--- src/rtl/despacho_sr.sv ---
// despacho_sr: per-functional-unit dispatch scheduler for one reservation-station class.
// Define DESPACHO_RR_EN for round-robin selection; the default is fixed lowest-index priority.
module despacho_sr #(
  parameter int NUM_ENT  = 4,
  parameter int BASE_TAG = 1
) (
  input  logic        clock,
  input  logic        reset,
  input  logic        nv_inst,
  input  logic [1:0]  opcode_in,
  input  logic [15:0] Vj_in,
  input  logic [15:0] Vk_in,
  input  logic [3:0]  Qj_in,
  input  logic [3:0]  Qk_in,
  input  logic [2:0]  dest_in,
  output logic [3:0]  tag_alloc,
  output logic        cheia,
  output logic [3:0]  ocupadas,
  input  logic        nv_adt,
  input  logic [3:0]  adt_Q,
  input  logic [15:0] adt_V,
  input  logic        UF_atoa,
  output logic        nova,
  output logic [1:0]  opcode,
  output logic [15:0] Vj,
  output logic [15:0] Vk,
  output logic [2:0]  dest,
  output logic [3:0]  Qi
);

  localparam int IDX_W = (NUM_ENT > 1) ? $clog2(NUM_ENT) : 1;

  // Handshake: the unit raises UF_atoa while idle; a launch is a one-cycle nova
  // pulse carrying opcode/Vj/Vk/dest/Qi. UF_atoa lags nova by one cycle, so no
  // launch is attempted in the cycle right after a pulse (nova_q gates it).

  // Entry storage
  logic [NUM_ENT-1:0]        busy_q, busy_d;
  logic [NUM_ENT-1:0][1:0]   op_q,   op_d;
  logic [NUM_ENT-1:0][15:0]  vj_q,   vj_d;
  logic [NUM_ENT-1:0][15:0]  vk_q,   vk_d;
  logic [NUM_ENT-1:0][3:0]   qj_q,   qj_d;
  logic [NUM_ENT-1:0][3:0]   qk_q,   qk_d;
  logic [NUM_ENT-1:0][2:0]   dst_q,  dst_d;

  // Dispatch outputs and occupancy
  logic        nova_q,    nova_d;
  logic [1:0]  out_op_q,  out_op_d;
  logic [15:0] out_vj_q,  out_vj_d;
  logic [15:0] out_vk_q,  out_vk_d;
  logic [2:0]  out_dst_q, out_dst_d;
  logic [3:0]  out_qi_q,  out_qi_d;
  logic [3:0]  ocup_q,    ocup_d;

  logic [NUM_ENT-1:0] ready;
  logic [IDX_W-1:0]   alloc_idx;
  logic [IDX_W-1:0]   sel_idx;
  logic               alloc_fire;
  logic               dispatch_fire;
  logic [15:0]        vj_new;
  logic [15:0]        vk_new;
  logic [3:0]         qj_new;
  logic [3:0]         qk_new;

  // Free-entry search: lowest free index wins
  always_comb begin
    alloc_idx = '0;
    for (int i = NUM_ENT - 1; i >= 0; i--) begin
      if (!busy_q[i]) alloc_idx = IDX_W'(i);
    end
  end

  assign cheia      = &busy_q;
  assign tag_alloc  = 4'(BASE_TAG) + 4'(alloc_idx);
  assign alloc_fire = nv_inst && !cheia;

  always_comb begin
    ready = '0;
    for (int i = 0; i < NUM_ENT; i++) begin
      ready[i] = busy_q[i] && (qj_q[i] == 4'd0) && (qk_q[i] == 4'd0);
    end
  end

`ifdef DESPACHO_RR_EN
  logic [IDX_W-1:0] rr_q, rr_d;

  // Search from the pointer upward, wrapping; the smallest offset wins
  always_comb begin
    sel_idx = '0;
    for (int k = NUM_ENT - 1; k >= 0; k--) begin
      if (ready[(int'(rr_q) + k) % NUM_ENT]) sel_idx = IDX_W'((int'(rr_q) + k) % NUM_ENT);
    end
  end

  always_comb begin
    rr_d = rr_q;
    if (dispatch_fire) begin
      rr_d = (sel_idx == IDX_W'(NUM_ENT - 1)) ? '0 : sel_idx + IDX_W'(1);
    end
  end

  always_ff @(posedge clock) begin
    if (reset) rr_q <= '0;
    else       rr_q <= rr_d;
  end
`else
  always_comb begin
    sel_idx = '0;
    for (int i = NUM_ENT - 1; i >= 0; i--) begin
      if (ready[i]) sel_idx = IDX_W'(i);
    end
  end
`endif

  assign dispatch_fire = UF_atoa && !nova_q && (|ready);

  // Operands broadcast in the issue cycle are captured directly
  always_comb begin
    vj_new = Vj_in;
    qj_new = Qj_in;
    vk_new = Vk_in;
    qk_new = Qk_in;
    if (nv_adt && (adt_Q != 4'd0)) begin
      if (Qj_in == adt_Q) begin
        vj_new = adt_V;
        qj_new = 4'd0;
      end
      if (Qk_in == adt_Q) begin
        vk_new = adt_V;
        qk_new = 4'd0;
      end
    end
  end

  // Entry next state: CDB snoop, dispatch free, allocation write
  always_comb begin
    busy_d = busy_q;
    op_d   = op_q;
    vj_d   = vj_q;
    vk_d   = vk_q;
    qj_d   = qj_q;
    qk_d   = qk_q;
    dst_d  = dst_q;
    if (nv_adt && (adt_Q != 4'd0)) begin
      for (int i = 0; i < NUM_ENT; i++) begin
        if (busy_q[i] && (qj_q[i] == adt_Q)) begin
          vj_d[i] = adt_V;
          qj_d[i] = 4'd0;
        end
        if (busy_q[i] && (qk_q[i] == adt_Q)) begin
          vk_d[i] = adt_V;
          qk_d[i] = 4'd0;
        end
      end
    end
    if (dispatch_fire) busy_d[sel_idx] = 1'b0;
    if (alloc_fire) begin
      busy_d[alloc_idx] = 1'b1;
      op_d[alloc_idx]   = opcode_in;
      vj_d[alloc_idx]   = vj_new;
      vk_d[alloc_idx]   = vk_new;
      qj_d[alloc_idx]   = qj_new;
      qk_d[alloc_idx]   = qk_new;
      dst_d[alloc_idx]  = dest_in;
    end
  end

  // Dispatch outputs hold their last values between launches
  always_comb begin
    nova_d    = dispatch_fire;
    out_op_d  = out_op_q;
    out_vj_d  = out_vj_q;
    out_vk_d  = out_vk_q;
    out_dst_d = out_dst_q;
    out_qi_d  = out_qi_q;
    if (dispatch_fire) begin
      out_op_d  = op_q[sel_idx];
      out_vj_d  = vj_q[sel_idx];
      out_vk_d  = vk_q[sel_idx];
      out_dst_d = dst_q[sel_idx];
      out_qi_d  = 4'(BASE_TAG) + 4'(sel_idx);
    end
  end

  always_comb begin
    ocup_d = ocup_q;
    case ({alloc_fire, dispatch_fire})
      2'b10:   ocup_d = ocup_q + 4'd1;
      2'b01:   ocup_d = ocup_q - 4'd1;
      default: ocup_d = ocup_q;
    endcase
  end

  always_ff @(posedge clock) begin
    if (reset) begin
      busy_q    <= '0;
      op_q      <= '0;
      vj_q      <= '0;
      vk_q      <= '0;
      qj_q      <= '0;
      qk_q      <= '0;
      dst_q     <= '0;
      nova_q    <= 1'b0;
      out_op_q  <= '0;
      out_vj_q  <= '0;
      out_vk_q  <= '0;
      out_dst_q <= '0;
      out_qi_q  <= '0;
      ocup_q    <= '0;
    end else begin
      busy_q    <= busy_d;
      op_q      <= op_d;
      vj_q      <= vj_d;
      vk_q      <= vk_d;
      qj_q      <= qj_d;
      qk_q      <= qk_d;
      dst_q     <= dst_d;
      nova_q    <= nova_d;
      out_op_q  <= out_op_d;
      out_vj_q  <= out_vj_d;
      out_vk_q  <= out_vk_d;
      out_dst_q <= out_dst_d;
      out_qi_q  <= out_qi_d;
      ocup_q    <= ocup_d;
    end
  end

  assign nova     = nova_q;
  assign opcode   = out_op_q;
  assign Vj       = out_vj_q;
  assign Vk       = out_vk_q;
  assign dest     = out_dst_q;
  assign Qi       = out_qi_q;
  assign ocupadas = ocup_q;

endmodule
--- config.mk ---
export PLATFORM = sky130hd
export DESIGN_NAME = despacho_sr
export DESIGN_NICKNAME = d
export VERILOG_FILES = /design/src/rtl/despacho_sr.sv
export SDC_FILE = /design/constraint.sdc
export NUM_CORES = 1
export LEC_CHECK = 0
export BUFFER_PORTS_ARGS = -buffer_cell sky130_fd_sc_hd__buf_2
export CAP_MARGIN = 40
export CORE_MARGIN = 10
export CORE_UTILIZATION = 45
export DETAILED_ROUTE_END_ITERATION = 12
export PLACE_DENSITY_LB_ADDON = 0.12
export SKIP_LAST_GASP = 1
export SYNTH_ARGS = -nofsm -noshare
export SYNTH_HDL_FRONTEND = slang
export SYNTH_SLANG_ARGS = --single-unit
--- constraint.sdc ---
create_clock -name clock -period 4.15 [get_ports clock]
set_clock_uncertainty 0.15 [all_clocks]
set_input_delay 0.83 -clock clock [delete_from_list [all_inputs] [get_ports clock]]
set_output_delay 0.83 -clock clock [all_outputs]
set_load 0.05 [all_outputs]
# ---- Yosys cells after proc, flatten, opt, wreduce, memory -nomap -nowiden
# Cells that the tools add are included.
dict set report word_totals {
  ff_bits 230
  latch_bits 0
  mem_bits_rw 0
  romBits 0
  output_inout_bits 51
  word_cells 160
  memories 0
}
dict set report classes {
  add_sub_neg 4
  multipliers 0
  div_mod_pow 0
  magnitude_cmp 4
  eq_ne 12
  n_shift 0
  mux 69
  n_bitwise 3
  reduce_logical 36
}
# op n
set ops {}
lappend ops {{$mux W16} 19}
lappend ops {{$mux W64} 4}
lappend ops {{$bwmux W64} 2}
lappend ops {{$bmux W16 S2} 2}
lappend ops {{$mux W4} 15}
lappend ops {{$eq A4 B4 Y1} 10}
lappend ops {{$bwmux W16} 2}
lappend ops {{$demux W16 S2} 1}
lappend ops {{$logic_not A4 Y1} 8}
lappend ops {{$logic_and A1 B1 Y1} 22}
lappend ops {{$mux W2} 10}
lappend ops {{$bwmux W12} 1}
lappend ops {{$bwmux W8} 1}
lappend ops {{$demux W4 S2} 1}
lappend ops {{$pmux W4 S2} 1}
lappend ops {{$add A1 B2 Y3 const A} 2}
lappend ops {{$bmux W3 S2} 1}
lappend ops {{$demux W3 S2} 1}
lappend ops {{$lt A2 B3 Y1 const B} 2}
lappend ops {{$mux W3} 2}
lappend ops {{$add A4 B1 Y4 const B} 1}
lappend ops {{$and A4 B4 Y4} 1}
lappend ops {{$bmux W2 S2} 1}
lappend ops {{$demux W1 S2} 2}
lappend ops {{other kinds (13)} 16}

# ---- Longest topological paths before layout
dict set report depth {
  ltp_word 16
  ltp_mapped 12
  ltp_nobuf 10
}

# ---- Least setup slack after synthesis
# No wires, ideal clock.
dict set report synth_path {
  kind {register to register}
  from {reg qk_q[8] in the netlist's numbering}
  to {reg ocup_q[2], in the netlist ocupadas[2]}
  setup_ps 70
  t_arrival_ps 2946
  t_required_ps 3930
  slack_ps 983
  path_stages_with_launch 13
  n_path_buf 2
  path_cell_list {dfxtp_1 > or4_1 > or3_1 > buf_2 > a41oi_4 > buf_6 > ha_1 > xor2_1 > ha_1 > a21oi_1 > xor2_1 > or3_1 > a21oi_1}
}
dict set report synth_between {
  elab_chain_len 6
  elab_cells_between_ends 8
  cone_classes {eq/ne (2); mux (1); reduce/logical (5)}
}
# element line
set synth_rtl {}
lappend synth_rtl {{start, declared} 43} ;# logic [NUM_ENT-1:0][3:0] qk_q, qk_d;
lappend synth_rtl {{start signal, assigned} 216} ;# qk_q <= qk_d;
lappend synth_rtl {{$logic_not A4 Y1 (*)} 80} ;# ready[i] = busy_q[i] && (qj_q[i] == 4'd0) && (qk_q[i] == 4'd0);
lappend synth_rtl {{$logic_and A1 B1 Y1 (*)} 80}
lappend synth_rtl {{$reduce_or A4 Y1 (*)} 115} ;# assign dispatch_fire = UF_atoa && !nova_q && (|ready);
lappend synth_rtl {{$logic_and A1 B1 Y1 (*)} 115}
lappend synth_rtl {{net dispatch_fire} 59} ;# logic dispatch_fire;
lappend synth_rtl {{$eq A2 B1 Y1 / $eq A2 B2 Y1 (equally long branches)} 187} ;# case ({alloc_fire, dispatch_fire})
lappend synth_rtl {{$pmux W4 S2 / $reduce_bool A2 Y1 (equally long branches)} n/a}
lappend synth_rtl {{end signal, assigned} 224} ;# ocup_q <= ocup_d;
lappend synth_rtl {{end, declared} 53} ;# logic [3:0] ocup_q, ocup_d;
# Mark *: on every way through the listed nets, which the timed path passes. The rest lies on a longest branch.
# A chain may end at the register's enable or synchronous reset.

# ---- Final worst setup path
dict set report layout_path {
  from {reg qk_q[8] in the netlist's numbering}
  to {reg ocup_q[2], in the netlist ocupadas[2]}
}
dict set report layout_between {
  elab_chain_len 6
  elab_cells_between_ends 8
  cone_classes {eq/ne (2); mux (1); reduce/logical (5)}
}
# element line
set layout_rtl {}
lappend layout_rtl {{$logic_not A4 Y1 (*)} 80}
lappend layout_rtl {{$logic_and A1 B1 Y1 (*)} 80}
lappend layout_rtl {{$reduce_or A4 Y1 (*)} 115}
lappend layout_rtl {{$logic_and A1 B1 Y1 (*)} 115}
lappend layout_rtl {{$eq A2 B1 Y1 / $eq A2 B2 Y1 (equally long branches)} 187}
lappend layout_rtl {{$pmux W4 S2 / $reduce_bool A2 Y1 (equally long branches)} n/a}
# Mark *: on every way between the ends. The rest lies on a longest branch, timed or not.

==> results.py <==
metrics = {
    "pwr": {
        "total_power_mw": 5.82,
        "powerDensity_mw_per_mm2": 436,
        "p_leak_nw": 5.58,
        "peakVddDrop_uv": 255,
    },
    "sta": {
        "tightestPinTransition_ns": 0.919,
        "layout_setup_ws_ns": 0.981,
        "setup_viol": 0,
        "hold_viol": 0,
        "min_period_ns": 3.17,
        "fmax_ghz": 0.316,
        "fin_setup_tns_ns": 0,
        "period_share": 0.764,
        "slew_headroom": 0.387,
        "rsz0062_at_grt": "no",
        "finalMaxSlewViolations": 0,
    },
    "yosys": {
        "synth-seq-cells": 229,
        "netlist_area_sq_mm": 0.0117,
        "syn_area_per_cell_sq_um": 8.95,
        "synthArstFlopShare": 0,
        "syn_inst": 1308,
        "seq_area_frac_synth": 0.392,
        "synth_flop_cell": "dfxtp_1",
        "yosys.cell_types.count": 45,
        "yosys.area.top_type": "dfxtp_1",
        "synth-edff-count": 0,
        "yosys_warnings": 0,
        "yosys.area.top_type_share": 0.392,
        "synthTopCellsByArea": "dfxtp_1 39%, a211oi_1 17%, mux2i_1 11%, a21oi_1 4.2%, clkbuf_1 3.6%",
    },
    "clock_tree": {
        "cts_tree": "yes",
        "numCtsBuffers": 26,
        "cts_setup_buffers": 0,
        "h-tree-depth": 1,
        "clk_path_buf_depth": 3,
        "post_cts_resize_count": 0,
        "cts_hold_buf": 0,
        "clock_sinks": 229,
        "root_buffer": "clkbuf_16",
        "insertion_delay_ns": 0.53,
        "path_clk_slew_ns": 0.06,
    },
    "drt": {
        "wirelength_um": 39700,
        "vias": 10600,
        "first_pass_iters": 5,
        "viasPerCell": 6.30,
        "wl_per_cell_um": 23.6,
        "drc_errors": 0,
        "drtIter0Drc": 906,
        "final_antenna_net_count": 0,
    },
    "global_route": {
        "grt_pass1_wl_um": 61200,
        "track_usage": 0.228,
        "antenna_found_initial": 1,
        "grt_max_degree": 105,
        "grt_pass1_vias": 10100,
        "overflow": 0,
    },
    "die": {
        "rows": 58,
        "io_pins": 121,
        "core-area_sq_mm": 0.0254,
        "dieArea_sq_mm": 0.0329,
        "dieHeight_um": 181,
        "die_w_um": 181,
        "start_util": 0.461,
    },
    "hold_path": {
        "hold_end": "op_q[1]$_SDFFE_PP0P_",
        "hold_depth": 2,
        "min_path_type": "flip-flop to flip-flop",
        "hp-start": "op_q[1]$_SDFFE_PP0P_",
    },
    "critical_path": {
        "r2r_cells": 10,
        "worstSetupStartpointType": "flip-flop",
        "crit_buf_inv": 0,
        "worstReg2RegStart": "qk_q[8]$_SDFF_PP0_",
        "worstPathCellList": "or4_1, or3_2, a41oi_4, ha_1, xor2_1, ha_1, a21oi_1, xor2_1, or3_1, a21oi_1",
        "cpMaxStageDelayCell": "or4_1",
        "critPathKind": "flip-flop to flip-flop",
        "cp_data_arrival_time_ns": 3.48,
        "crit_path_max_incr_delay_ns": 0.54,
        "r2r-end": "ocupadas[2]$_SDFFE_PP0P_",
        "critPathMaxFanout": 4,
        "required_ns": 4.46,
        "end_kind": "flip-flop",
        "r2r_slack_ns": 0.98,
        "critical-path-top-delay-family": "simple AND/OR/NAND/NOR gates",
    },
    "run": {
        "maxCapViolCount": 0,
    },
    "cells_and_area": {
        "nets": 1411,
        "finalNonFillerCells": 1683,
        "final_common_cell": "a211oi_1",
        "final_area_sq_mm": 0.0134,
        "final_cell_mix": "258 x a211oi_1, 229 x dfxtp_1, 129 x mux2i_1",
        "syn_to_final_growth_pct": 14.2,
        "fillers": 2402,
        "drive_gt1_frac": 0.160,
    },
    "run_status": {
        "status": "complete, no violations",
    },
    "placed_design": {
        "detailed_place.area_sq_mm": 0.0125,
        "portBuffers": 118,
        "dp_cells": 1636,
        "hpwl_um": 24600,
        "preCtsSetupSlack_ns": 0.914,
        "gp_congestion": 0.840,
    },
}
-- cell type report --
type	count	area, sq um	share of cell area
Antenna cell	1	2.50	0.000187
Tap cell	330	413	0.0309
Clock buffer	38	757	0.0566
Clock inverter	8	144	0.0108
Multi-Input combinational cell	909	6480	0.485
Sequential cell	229	4580	0.343
Inverter	20	75.1	0.00562
Timing Repair Buffer	148	910	0.0680
-- cell families after synthesis --
logic type | synth area share
other | 0.000320
adders and majority gates | 0.00748
xor gates and xnor gates | 0.0329
muxes | 0.110
and+or+nand+nor | 0.114
AOI/OAI and AO/OA | 0.282
DFF | 0.392
buffers and inverters | 0.0622
-- routing by layer --
metal / share of wire / up-vias / global-route usage
met2: 0.45 / 346 / 0.356
met1: 0.47 / 5166 / 0.321
met3: 0.061 / 53 / 0.0360
met4: 0.021 / 0 / 0.0582
met5: 0 / - / 0
li1: - / 5033 / -
-- how the worst max path moves through the flow --
stage | cells past startpoint | endpoint | slack, ns | start
after floorplan | 12 | ocupadas[2]$_SDFFE_PP0P_ | 0.98 | qk_q[8]$_SDFF_PP0_
final | 10 | ocupadas[2]$_SDFFE_PP0P_ | 0.98 | qk_q[8]$_SDFF_PP0_
after global placement | 8 | vk_q[24]$_SDFF_PP0_ | 0.98 | adt_Q[2]
after detailed placement | 7 | vj_q[14]$_SDFF_PP0_ | 0.91 | adt_Q[0]
after global routing | 10 | ocupadas[2]$_SDFFE_PP0P_ | 0.80 | qk_q[8]$_SDFF_PP0_
after CTS | 10 | ocupadas[2]$_SDFFE_PP0P_ | 0.98 | qk_q[8]$_SDFF_PP0_
-- stage by stage --
stage | utilization | hold slack, ns
2_1_floorplan | - | 0.286
3_3_place_gp | 0.491 | 0.292
3_5_place_dp | 0.491 | 0.296
4_1_cts | 0.526 | 0.305
5_1_grt | 0.526 | 0.319
6_report | 0.526 | 0.307
-- cell usage after synthesis (all sizes together) (2+ instances only) --
cell type	count
a21oi	99
o31ai	3
and2	3
buf	38
nor2b	2
nand4	4
and3	4
nor2	46
ha	7
inv	20
nor4	11
clkbuf	113
dfxtp	229
a211oi	258
o41ai	2
o21ai	3
nand4b	3
nand3	69
or2	2
xnor2	8
nand2	90
mux2i	129
xor2	36
or3	3
a311oi	37
nor3	37
and4b	2
o221ai	37
nand2b	5
-- tightest hold or removal path: cells and delay by family (launching register included) --
| kind | cells | cell delay [ns] |
|---|---|---|
| flip-flops | 1 | 0.31 |
| AND/OR/NAND/NOR | 1 | 0.05 |
| AO/OA/AOI/OAI | 1 | 0.05 |
-- flip-flops by register name, indices dropped and copies added (netlist names), 8 cells and up --
name / count
op_q: 8
Vj: 16
Vk: 16
vk_q: 64
qj_q: 16
qk_q: 16
dst_q: 12
vj_q: 64
-- power by group --
group	leakage [nW]	internal (mW)	switching, mW
logic	3.27	0.289	0.672
clock network	0.442	1.51	0.953
registers	1.86	2.32	0.0785
total	5.58	4.12	1.70
(Power assumes the default switching activity.)
